**config.mk**
```make
export PLATFORM = sky130hd
export DESIGN_NAME = bin_to_display_number_flat
export DESIGN_NICKNAME = d
export VERILOG_FILES = /design/src/rtl/bin_to_display_number_pkg.sv /design/src/rtl/bin_to_display_number_if.sv /design/src/rtl/bcd_adjust_digit.sv /design/src/rtl/bin_to_display_number.sv /design/src/flat_wrapper.sv
export SDC_FILE = /design/constraint.sdc
export NUM_CORES = 1
export LEC_CHECK = 0
export BUFFER_PORTS_ARGS = -buffer_cell sky130_fd_sc_hd__buf_2
export CAP_MARGIN = 20
export CORE_UTILIZATION = 51
export CTS_CLUSTER_SIZE = 40
export DETAILED_ROUTE_END_ITERATION = 8
export PLACE_DENSITY_LB_ADDON = 0.2
export SETUP_SLACK_MARGIN = 0.5
export SYNTH_ARGS = -nofsm -noshare
export SYNTH_HDL_FRONTEND = slang
export SYNTH_SLANG_ARGS = --single-unit
```
**constraint.sdc**
```tcl
create_clock -name clk -period 1.4 [get_ports clk]
set_input_delay 0 -clock clk [delete_from_list [all_inputs] [get_ports clk]]
set_output_delay 0 -clock clk [all_outputs]
set_load 0.05 [all_outputs]
```
**src/rtl/bin_to_display_number_pkg.sv**
```systemverilog
// Shared types and constants for the binary-to-BCD display path (package display_pkg).
// Provides the converter state enum and the leading-zero blanking helper.
package display_pkg;

    typedef enum logic [1:0] {
        IDLE,
        SHIFT,
        DONE
    } state_t;

    localparam int          DIGITS       = 4;
    localparam logic [15:0] BCD_MAX      = 16'h9999;
    localparam int unsigned BCD_MAX_BIN  = 9999;
    localparam logic [3:0]  BLANK_NIBBLE = 4'hF;

    // Blank zero digits from thousands downward until the first non-zero digit; units always shown.
    function automatic logic [15:0] blank_leading_zeros(input logic [15:0] value);
        logic [15:0] result;
        logic        blanking;
        result   = value;
        blanking = 1'b1;
        for (int d = DIGITS - 1; d >= 1; d--) begin
            if (blanking && (value[d*4 +: 4] == 4'h0)) begin
                result[d*4 +: 4] = BLANK_NIBBLE;
            end else begin
                blanking = 1'b0;
            end
        end
        return result;
    endfunction

endpackage

```
**src/rtl/bin_to_display_number_if.sv**
```systemverilog
// Handshake and result bundle between a binary producer and the BCD converter.
interface bin_to_display_number_if #(
    parameter int BIN_WIDTH = 14
);
    logic [BIN_WIDTH-1:0] bin_in;
    logic                 in_valid;
    logic                 in_ready;
    logic [15:0]          display_number;
    logic                 out_valid;
    logic                 overflow;

    modport master (
        output bin_in, in_valid,
        input  in_ready, display_number, out_valid, overflow
    );

    modport slave (
        input  bin_in, in_valid,
        output in_ready, display_number, out_valid, overflow
    );
endinterface

```
**src/rtl/bcd_adjust_digit.sv**
```systemverilog
// Single-digit correction step of shift-and-add-3: adds 3 when the digit is 5 or more.
module bcd_adjust_digit (
    input  logic [3:0] digit_in,
    output logic [3:0] digit_out
);
    assign digit_out = (digit_in >= 4'd5) ? (digit_in + 4'd3) : digit_in;
endmodule

```
**src/rtl/bin_to_display_number.sv**
```systemverilog
// Sequential binary-to-BCD converter feeding the 4-digit display; saturates at 9999.
// Optional macro LEADING_ZERO_BLANK_EN replaces leading zero digits with the blank code.
module bin_to_display_number
    import display_pkg::*;
#(
    parameter int BIN_WIDTH = 14
) (
    input  logic                    clk,
    input  logic                    rst_n,
    bin_to_display_number_if.slave  bus
);
    localparam int                CNT_W     = (BIN_WIDTH > 1) ? $clog2(BIN_WIDTH) : 1;
    localparam logic [CNT_W-1:0]  LAST_ITER = CNT_W'(BIN_WIDTH - 1);

    state_t                 state_q, state_d;
    logic [CNT_W-1:0]       count_q, count_d;
    logic [BIN_WIDTH-1:0]   shreg_q, shreg_d;
    logic [15:0]            scratch_q, scratch_d;
    logic                   ovf_q, ovf_d;
    logic [15:0]            display_q, display_d;
    logic                   overflow_q, overflow_d;

    logic [15:0]            adjusted;
    logic [15:0]            shifted;
    logic [15:0]            result_value;

    for (genvar g = 0; g < DIGITS; g++) begin : g_adjust
        bcd_adjust_digit u_adjust (
            .digit_in  (scratch_q[g*4 +: 4]),
            .digit_out (adjusted[g*4 +: 4])
        );
    end

    // Top adjusted bit falls off; the next binary bit enters the units digit.
    assign shifted = {adjusted[14:0], shreg_q[BIN_WIDTH-1]};

`ifdef LEADING_ZERO_BLANK_EN
    assign result_value = ovf_q ? BCD_MAX : blank_leading_zeros(shifted);
`else
    assign result_value = ovf_q ? BCD_MAX : shifted;
`endif

    always_comb begin
        state_d    = state_q;
        count_d    = count_q;
        shreg_d    = shreg_q;
        scratch_d  = scratch_q;
        ovf_d      = ovf_q;
        display_d  = display_q;
        overflow_d = overflow_q;
        case (state_q)
            IDLE: begin
                if (bus.in_valid) begin
                    state_d   = SHIFT;
                    shreg_d   = bus.bin_in;
                    scratch_d = 16'h0000;
                    count_d   = '0;
                    ovf_d     = (32'(bus.bin_in) > BCD_MAX_BIN);
                end
            end
            SHIFT: begin
                scratch_d = shifted;
                shreg_d   = shreg_q << 1;
                if (count_q == LAST_ITER) begin
                    state_d    = DONE;
                    display_d  = result_value;
                    overflow_d = ovf_q;
                end else begin
                    count_d = count_q + CNT_W'(1);
                end
            end
            DONE:    state_d = IDLE;
            default: state_d = IDLE;
        endcase
    end

    always_ff @(posedge clk or negedge rst_n) begin
        if (!rst_n) begin
            state_q    <= IDLE;
            count_q    <= '0;
            shreg_q    <= '0;
            scratch_q  <= 16'h0000;
            ovf_q      <= 1'b0;
            display_q  <= 16'h0000;
            overflow_q <= 1'b0;
        end else begin
            state_q    <= state_d;
            count_q    <= count_d;
            shreg_q    <= shreg_d;
            scratch_q  <= scratch_d;
            ovf_q      <= ovf_d;
            display_q  <= display_d;
            overflow_q <= overflow_d;
        end
    end

    assign bus.in_ready       = (state_q == IDLE);
    assign bus.out_valid      = (state_q == DONE);
    assign bus.display_number = display_q;
    assign bus.overflow       = overflow_q;

endmodule
```
**src/flat_wrapper.sv**
```systemverilog
// flat-port wrapper written by rule: the top's interface ports become plain ports
module bin_to_display_number_flat import display_pkg::*;
#(
    parameter int BIN_WIDTH = 14
)
  (clk, rst_n, bus_bin_in, bus_in_valid, bus_in_ready, bus_display_number, bus_out_valid, bus_overflow);
  bin_to_display_number_if #(.BIN_WIDTH(BIN_WIDTH)) bus_i ();
  input  logic clk;
  input  logic rst_n;
  input wire logic [$bits(bus_i.bin_in)-1:0] bus_bin_in;
  input wire logic [$bits(bus_i.in_valid)-1:0] bus_in_valid;
  output wire logic [$bits(bus_i.in_ready)-1:0] bus_in_ready;
  output wire logic [$bits(bus_i.display_number)-1:0] bus_display_number;
  output wire logic [$bits(bus_i.out_valid)-1:0] bus_out_valid;
  output wire logic [$bits(bus_i.overflow)-1:0] bus_overflow;
  assign bus_i.bin_in = bus_bin_in;
  assign bus_i.in_valid = bus_in_valid;
  assign bus_in_ready = bus_i.in_ready;
  assign bus_display_number = bus_i.display_number;
  assign bus_out_valid = bus_i.out_valid;
  assign bus_overflow = bus_i.overflow;
  bin_to_display_number #(.BIN_WIDTH(BIN_WIDTH)) u_core (.clk(clk), .rst_n(rst_n), .bus(bus_i));
endmodule
```
==> summary.md, run 1 <==
| Metric | Value |
|---|---|
| Die width | `74.0 µm` |
| Synth Cell Area | `2640 µm²` |
| Number of buffers created by CTS | `5` |
| Via count | `2939` |
| Cell Rows | `25` |
| DR pass1 iterations | `5` |
| Multiplexer share of the synthesized area | `0.0194` |
| FF+latch count, synth | `54` |
| Worst path slowest cell | `dfrtp_1` |
| Total congestion overflow | `0` |
| Vias in the first global route | `2774` |
| Total power draw | `12200 µW` |
| Critical path launch point type | `register` |
| Area growth, synth to finish | `73.4%` |
| Die Y-Extent | `74.0 µm` |
| Outcome | `complete, but fails checks` |
| Pwr dens | `2650 nW/µm²` |
| Initial antenna violation count | `0` |
| Post-synthesis compound-gate area fraction | `0.214` |
| Fillers | `125` |
| Largest family of logic cells by synthesized area | `compound AO/OA/AOI/OAI gates` |
| Flop pwr share | `0.268` |
| Max-cap violations | `0` |
| Crit path required time | `1.64 ns` |
| Relative slew slack | `0.641` |
| Switching part of the total | `0.465` |
| GP Congestion | `0.825` |
| Overall routing resource usage | `0.337` |
| Power share of the clock group | `0.091` |
| Routed vias/inst | `6.50` |
| Warnings from Yosys | `0` |
| Synth Area in Adders | `0.0473` |
| Initial Util | `0.545` |
| Share of cells above drive strength 1 | `0.561` |
| Netlist cell types | `30` |
| Sequential share of the synthesized area | `0.511` |
| Post-route DRC | `0` |
| Final non-filler cell total | `452` |
| Multi-input logic area | `1730 µm²` |
| Final Hold Violating Endpoints | `0` |
| Cells after synthesis | `265` |
| Inserted Diodes | `0` |
| Worst vdd ir | `1690 µV` |
| Violated checks | `negative setup slack` |
| Buffers and inverters on the worst path | `4` |
| Pre-CTS setup slack | `-0.135 ns` |
| CTS tree | `yes` |
| Max H-tree Level | `2` |
| Clk buf depth | `2` |
| Worst skew pair latency | `0.33 ns` |
| Final worst-path setup slack | `-0.219 ns` |
| Int Pwr | `6500 µW` |
| Slew @ Worst Pin | `0.538 ns` |
| CP endpoint kind | `register` |
| Hold Path Class | `input pin to register` |
| Fin crit period | `1.62 ns` |
| Mean Syn Cell Area | `9.97 µm²` |
| Critical path, cell by cell | `inv_2 -> ha_4 -> nand3_2 -> or2_4 -> buf_4 -> inv_4 -> buf_6 -> nor2_1 -> a21oi_1` |
| HPWL after detailed placement | `4300 µm` |
| Leakage | `0.00205 µW` |
| Max stage delay on crit path | `0.40 ns` |
| Final Cycle Share | `1.16` |
| Most frequent cell after synthesis | `dfrtp_1` |
| Root buf cell | `clkbuf_8` |
| Ys flop type | `dfrtp_1` |
| Number of clock sinks | `54` |
| Mapped Nets | `292` |
| RSZ-0062 raised after global routing | `yes` |
| Commonest cells in the synthesized netlist | `54 x dfrtp_1, 29 x o21ai_0, 24 x a21oi_1` |
| Top post-synthesis cells by area | `dfrtp_1 51%, a22o_1 5.6%, o21ai_0 5.5%` |
| Synth Area in XOR/XNOR | `0.0133` |
| CP Class | `register to register` |
| DIE AREA | `5470 µm²` |
| Number of synthesized flops with an enable pin | `0` |
| Skew final | `0.0154 ns` |
| Post-route ant nets | `0` |
| First-pass GRT wire length | `13700 µm` |
| Final Setup Violations | `35` |
| Simple-Gate Fraction of Synth Area | `0.147` |
| Part of the power in combinational logic | `0.640` |
| CP delay by family, top | `simple AND/OR/NAND/NOR gates` |
| DRT iter0 DRCs | `243` |
| Largest net degree at the start of global routing | `55` |
| Slew Limit Fails | `0` |
| Fin nets | `411` |
| WL per Instance | `25.8 µm` |
| Clk slew on worst S/H paths | `0.12 ns` |
| Seq. cell area | `1350 µm²` |
| Final Util | `0.945` |
| Fmax | `618 MHz` |
| FFs w/ async S/R, synth | `1.00` |
| I/O Pins | `36` |
| Worst-path fanout max | `4` |
| Total Routed Length | `11600 µm` |
| Port Buf Inserts | `35` |
| Sw Pwr | `5660 µW` |
| Dominant cell type by area after synthesis | `dfrtp_1` |
| Crit path arrival time | `1.86 ns` |
| Post-Place Cells | `382` |
| Share of the synthesized area in the top cell type | `0.511` |
| Core area | `4850 µm²` |
repair_timing:
action	CTS	global route
pin swaps	35	28
gates cloned	4	0
hold buffers	14	0
endpoints found under the hold margin	67	0
endpoints found under the setup margin	73	73
gates resized for setup	110	42
setup buffers	21	23
layout make-up:
type	count	area share
Clock buffer	6	0.0158
Sequential cell	54	0.295
Inverter	12	0.0104
Multi-Input combinational cell	184	0.377
Clock inverter	2	0.00819
Timing Repair Buffer	127	0.274
Tap cell	67	0.0183
registers in the layout, indices dropped and copies added (netlist names):
signal	flops
u_core.ovf_q	1
u_core.shreg_q	14
u_core.count_q	4
u_core.bus.display_number	16
u_core.scratch_q	16
u_core.bus.overflow	1
u_core.state_q	2
final timing paths:
| check | startpoint | end | slack, ns | depth (start not counted) |
|---|---|---|---|---|
| worst max-delay path | u_core.count_q[1] | u_core.bus.display_number[8] | -0.22 | 9 |
| worst min-delay path | bus_bin_in[5] | u_core.shreg_q[5] | 0.03 | 3 |
| worst max register to register | u_core.count_q[1] | u_core.bus.display_number[8] | -0.22 | 9 |
| worst min register to register | u_core.count_q[3] | u_core.count_q[3] | 0.53 | 1 |
| max in group asynchronous | rst_n | u_core.shreg_q[12] | 0.96 | 3 |
| min in group asynchronous | rst_n | u_core.scratch_q[8] | 0.18 | 3 |
through the flow:
stage | area [µm²] | hold slack [ns] | TNS [ns]
after global routing | 4580 | 0.0612 | -5.40
after floorplan | 2970 | -0.296 | -1.17
after detailed placement | 3350 | 0.0193 | -1.12
final | 4580 | 0.0303 | -3.65
after global placement | 3350 | 0.0177 | -0.561
after CTS | 4230 | 0.0111 | -0.374
kinds of logic after synthesis:
group | Yosys count
flops | 54
fa+ha+maj | 10
xor+xnor | 4
buf+inv | 27
mux | 5
compound gates | 90
simple gates | 75
worst register-to-register path, delay by kind of cell (launching register included):
kind / cells / cell delay, ns
buf+inv: 4 / 0.38
fa+ha+maj: 1 / 0.13
compound gates: 1 / 0.20
flops: 1 / 0.40
simple gates: 3 / 0.44
layer usage:
layer | global-route usage | routed length [µm] | up-vias
li1 | - | - | 1183
met1 | 0.393 | 4210 | 1431
met2 | 0.601 | 5770 | 233
met3 | 0.0583 | 888 | 92
met4 | 0.162 | 778 | 0
met5 | 0 | 0 | -
power groups by stage:
stage | combinational, µW | sequential (µW) | clock, µW
after global routing | 8060 | 3270 | 1150
after CTS | 6300 | 3010 | 1070
after global placement | 4700 | 2920 | 0
final | 7780 | 3260 | 1110
after detailed placement | 4840 | 2950 | 0
after floorplan | 2800 | 3710 | 0
layout by cell type, fill, tap and decap left out, types with 4 or more instances in the layout:
cell type       n
dfrtp_1        52
buf_4          46
buf_6          35
o21ai_1        20
a22o_1         17
buf_2          17
dlygate4sd3_1  14
a21oi_2        12
nor2b_1        12
nand2_1        11
nor2_1         10
inv_2           9
nand3_2         8
a21oi_4         7
a22oi_1         7
nand2b_4        6
o21ai_2         6
ha_4            6
buf_8           6
buf_12          6
a21oi_1         5
a22oi_2         5
clkbuf_8        5
nand2_4         4
(Power assumes the default switching activity.)
==> run 2, diff against run 1 <==
CELL_PAD_IN_SITES_DETAIL_PLACEMENT = 0   (was not set)
CELL_PAD_IN_SITES_GLOBAL_PLACEMENT = 2   (was not set)
CORE_UTILIZATION = 32   (was 51)
SYNTH_HIERARCHICAL = 1   (was not set)
==> summary.md, run 2 <==
| Metric | Value |
|---|---|
| Initial antenna violation count | `0 (unchanged)` |
| DIE AREA | `9050 µm² (was 5470 µm²)` |
| Warnings from Yosys | `6 (was 0)` |
| First-pass GRT wire length | `12000 µm (was 13700 µm)` |
| Post-route ant nets | `0 (unchanged)` |
| Largest net degree at the start of global routing | `24 (was 55)` |
| Slew Limit Fails | `0 (unchanged)` |
| Mapped Nets | `329 (was 292)` |
| Final Hold Violating Endpoints | `0 (unchanged)` |
| Post-Place Cell Area | `3400 µm² (was 3350 µm²)` |
| Worst skew pair latency | `0.31 ns (was 0.33 ns)` |
| HPWL after detailed placement | `4240 µm (was 4300 µm)` |
| Critical path launch point type | `register (unchanged)` |
| Die width | `95.1 µm (was 74.0 µm)` |
| Vias in the first global route | `2502 (was 2774)` |
| Total Routed Length | `7210 µm (was 11600 µm)` |
| Crit path required time | `1.66 ns (was 1.64 ns)` |
| Hold Path Class | `input pin to register (unchanged)` |
| Die Y-Extent | `95.1 µm (was 74.0 µm)` |
| Violated checks | `negative setup slack (unchanged)` |
| Max H-tree Level | `2 (unchanged)` |
| Number of buffers created by CTS | `5 (unchanged)` |
| Leakage | `0.00225 µW (was 0.00205 µW)` |
| Reg2reg start | `u_core/scratch_q[4] (was u_core.count_q[1])` |
| Cell Rows | `33 (was 25)` |
| Final Instance Area | `4720 µm² (was 4580 µm²)` |
| Routed vias/inst | `4.74 (was 6.50)` |
| Cells after synthesis | `302 (was 265)` |
| Number of cells on the worst reg-to-reg path | `6 (was 9)` |
| CP endpoint kind | `register (unchanged)` |
| Outcome | `complete, but fails checks (unchanged)` |
| CP Class | `register to register (unchanged)` |
| Port Buf Inserts | `35 (unchanged)` |
| Skew final | `0.0165 ns (was 0.0154 ns)` |
| Most frequent cells in the layout | `66 x nand2_1, 52 x dfrtp_1, 39 x buf_4 (was 52 x dfrtp_1, 46 x buf_4, 35 x buf_6)` |
| Clk slew on worst S/H paths | `0.11 ns (was 0.12 ns)` |
| Worst Setup EP | `u_core/bus.display_number[6] (was u_core.bus.display_number[8])` |
| Overall routing resource usage | `0.174 (was 0.337)` |
| Initial Util | `0.334 (was 0.545)` |
| Final Cycle Share | `1.13 (was 1.16)` |
| Pwr dens | `2500 nW/µm² (was 2650 nW/µm²)` |
| DRT iter0 DRCs | `74 (was 243)` |
| WL per Instance | `13.9 µm (was 25.8 µm)` |
| Crit path arrival time | `1.84 ns (was 1.86 ns)` |
| Final worst-path setup slack | `-0.181 ns (was -0.219 ns)` |
| Fin nets | `440 (was 411)` |
| R2r setup slk | `-0.18 ns (was -0.22 ns)` |
| RSZ-0062 raised after global routing | `yes (unchanged)` |
| Inserted Diodes | `0 (unchanged)` |
| I/O Pins | `36 (unchanged)` |
| Worst r2r dst | `u_core/bus.display_number[6] (was u_core.bus.display_number[8])` |
| Post-route DRC | `0 (unchanged)` |
| Number of clock sinks | `54 (unchanged)` |
| Fmax | `633 MHz (was 618 MHz)` |
| Total power draw | `11800 µW (was 12200 µW)` |
| Synth Cell Area | `2780 µm² (was 2640 µm²)` |
| CTS tree | `yes (unchanged)` |
| DR pass1 iterations | `4 (was 5)` |
| Via count | `2459 (was 2939)` |
| Final Setup Violations | `21 (was 35)` |
| Worst-path fanout max | `3 (was 4)` |
| Fin crit period | `1.58 ns (was 1.62 ns)` |
| Area growth, synth to finish | `70.1% (was 73.4%)` |
| Hold_sp | `bus_in_valid (was bus_bin_in[5])` |
| GP Congestion | `0.701 (was 0.825)` |
| Total congestion overflow | `0 (unchanged)` |
| Worst vdd ir | `765 µV (was 1690 µV)` |
| Mean Syn Cell Area | `9.19 µm² (was 9.97 µm²)` |
| Slew @ Worst Pin | `0.349 ns (was 0.538 ns)` |
| Core area | `8300 µm² (was 4850 µm²)` |
| Worst setup path start | `u_core/scratch_q[4] (was u_core.count_q[1])` |
| Share of cells above drive strength 1 | `0.536 (was 0.561)` |
| Relative slew slack | `0.767 (was 0.641)` |
| Max-cap violations | `0 (unchanged)` |
| Clk buf depth | `2 (unchanged)` |
| Root buf cell | `clkbuf_8 (unchanged)` |
| Most common cell after layout, fill and taps aside | `nand2_1 (was dfrtp_1)` |
-- run 2: changes by cell type in the layout (fill, tap and decap cells not counted), sizes merged, moves of 8 or more --
cell,previous run,this run
a21oi,24,5
a22o,17,0
a22oi,12,0
buf,113,104
mux2,1,9
mux2i,4,14
nand2,18,80
nand3,11,43
o21ai,29,8
-- run 2: area by class of cell --
cell class | instances | area, µm²
Clock buffer | 6 | 82.6
Clock inverter | 2 | 60.1
Fill cell | 732 | 3580
Inverter | 17 | 63.8
Multi-Input combinational cell | 216 | 1800
Sequential cell | 54 | 1350
Tap cell | 105 | 131
Timing Repair Buffer | 119 | 1230
-- run 2: metrics by stage --
step / cells / hold slack (ns) / setup slack (ns) / util / setup TNS, ns
2_1_floorplan: 302 / -0.296 / -0.157 / - / -1.29
3_3_place_gp: 466 / -0.0685 / -0.128 / 0.410 / -0.819
3_5_place_dp: 466 / -0.0748 / -0.164 / 0.410 / -1.19
4_1_cts: 510 / 0.0198 / -0.124 / 0.537 / -1.37
5_1_grt: 519 / 0.0598 / -0.282 / 0.569 / -3.30
6_report: 519 / 0.0233 / -0.181 / 0.569 / -1.45
-- run 2: worst min path at each step --
stage | endpoint | slack, ns | depth (start not counted)
finish | u_core/shreg_q[0] | 0.02 | 4
CTS | u_core/shreg_q[0] | 0.02 | 4
global placement | u_core/bus.display_number[11] | -0.07 | 1
global route | u_core/shreg_q[0] | 0.06 | 4
detailed placement | u_core/bus.display_number[11] | -0.07 | 1
floorplan | u_core/bus.display_number[0] | -0.30 | 0
-- run 2: report_power, final --
part	switching, µW	leakage [µW]	internal, µW	total [µW]
sequential	642	0.000677	2270	2920
clock	538	0.0000714	763	1300
combinational	3730	0.00150	3870	7600
total	4910	0.00225	6910	11800
-- run 2: metal layers --
metal | part of all wire | track usage
met1 | 0.45 | 0.216
met2 | 0.51 | 0.312
met3 | 0.022 | 0.0271
met4 | 0.015 | 0.0467
met5 | 0 | 0
-- run 2: timing repair --
| item | in CTS | in global routing |
|---|---|---|
| hold buffers | 15 | 0 |
| hold endpoints to repair | 69 | 0 |
| endpoints found under the setup margin | 73 | 71 |
| gates cloned | 6 | 0 |
| gates resized for setup | 118 | 50 |
| setup buffers | 15 | 9 |
| pin swaps | 44 | 33 |
-- run 2: worst max-delay path, cell delays in order, from the launching register on --
cell      delay [ns]
dfrtp_1         0.44
ha_4            0.18
nand2b_4        0.14
a21oi_4         0.18
mux2i_2         0.26
nor2b_2         0.18
mux2_4          0.14
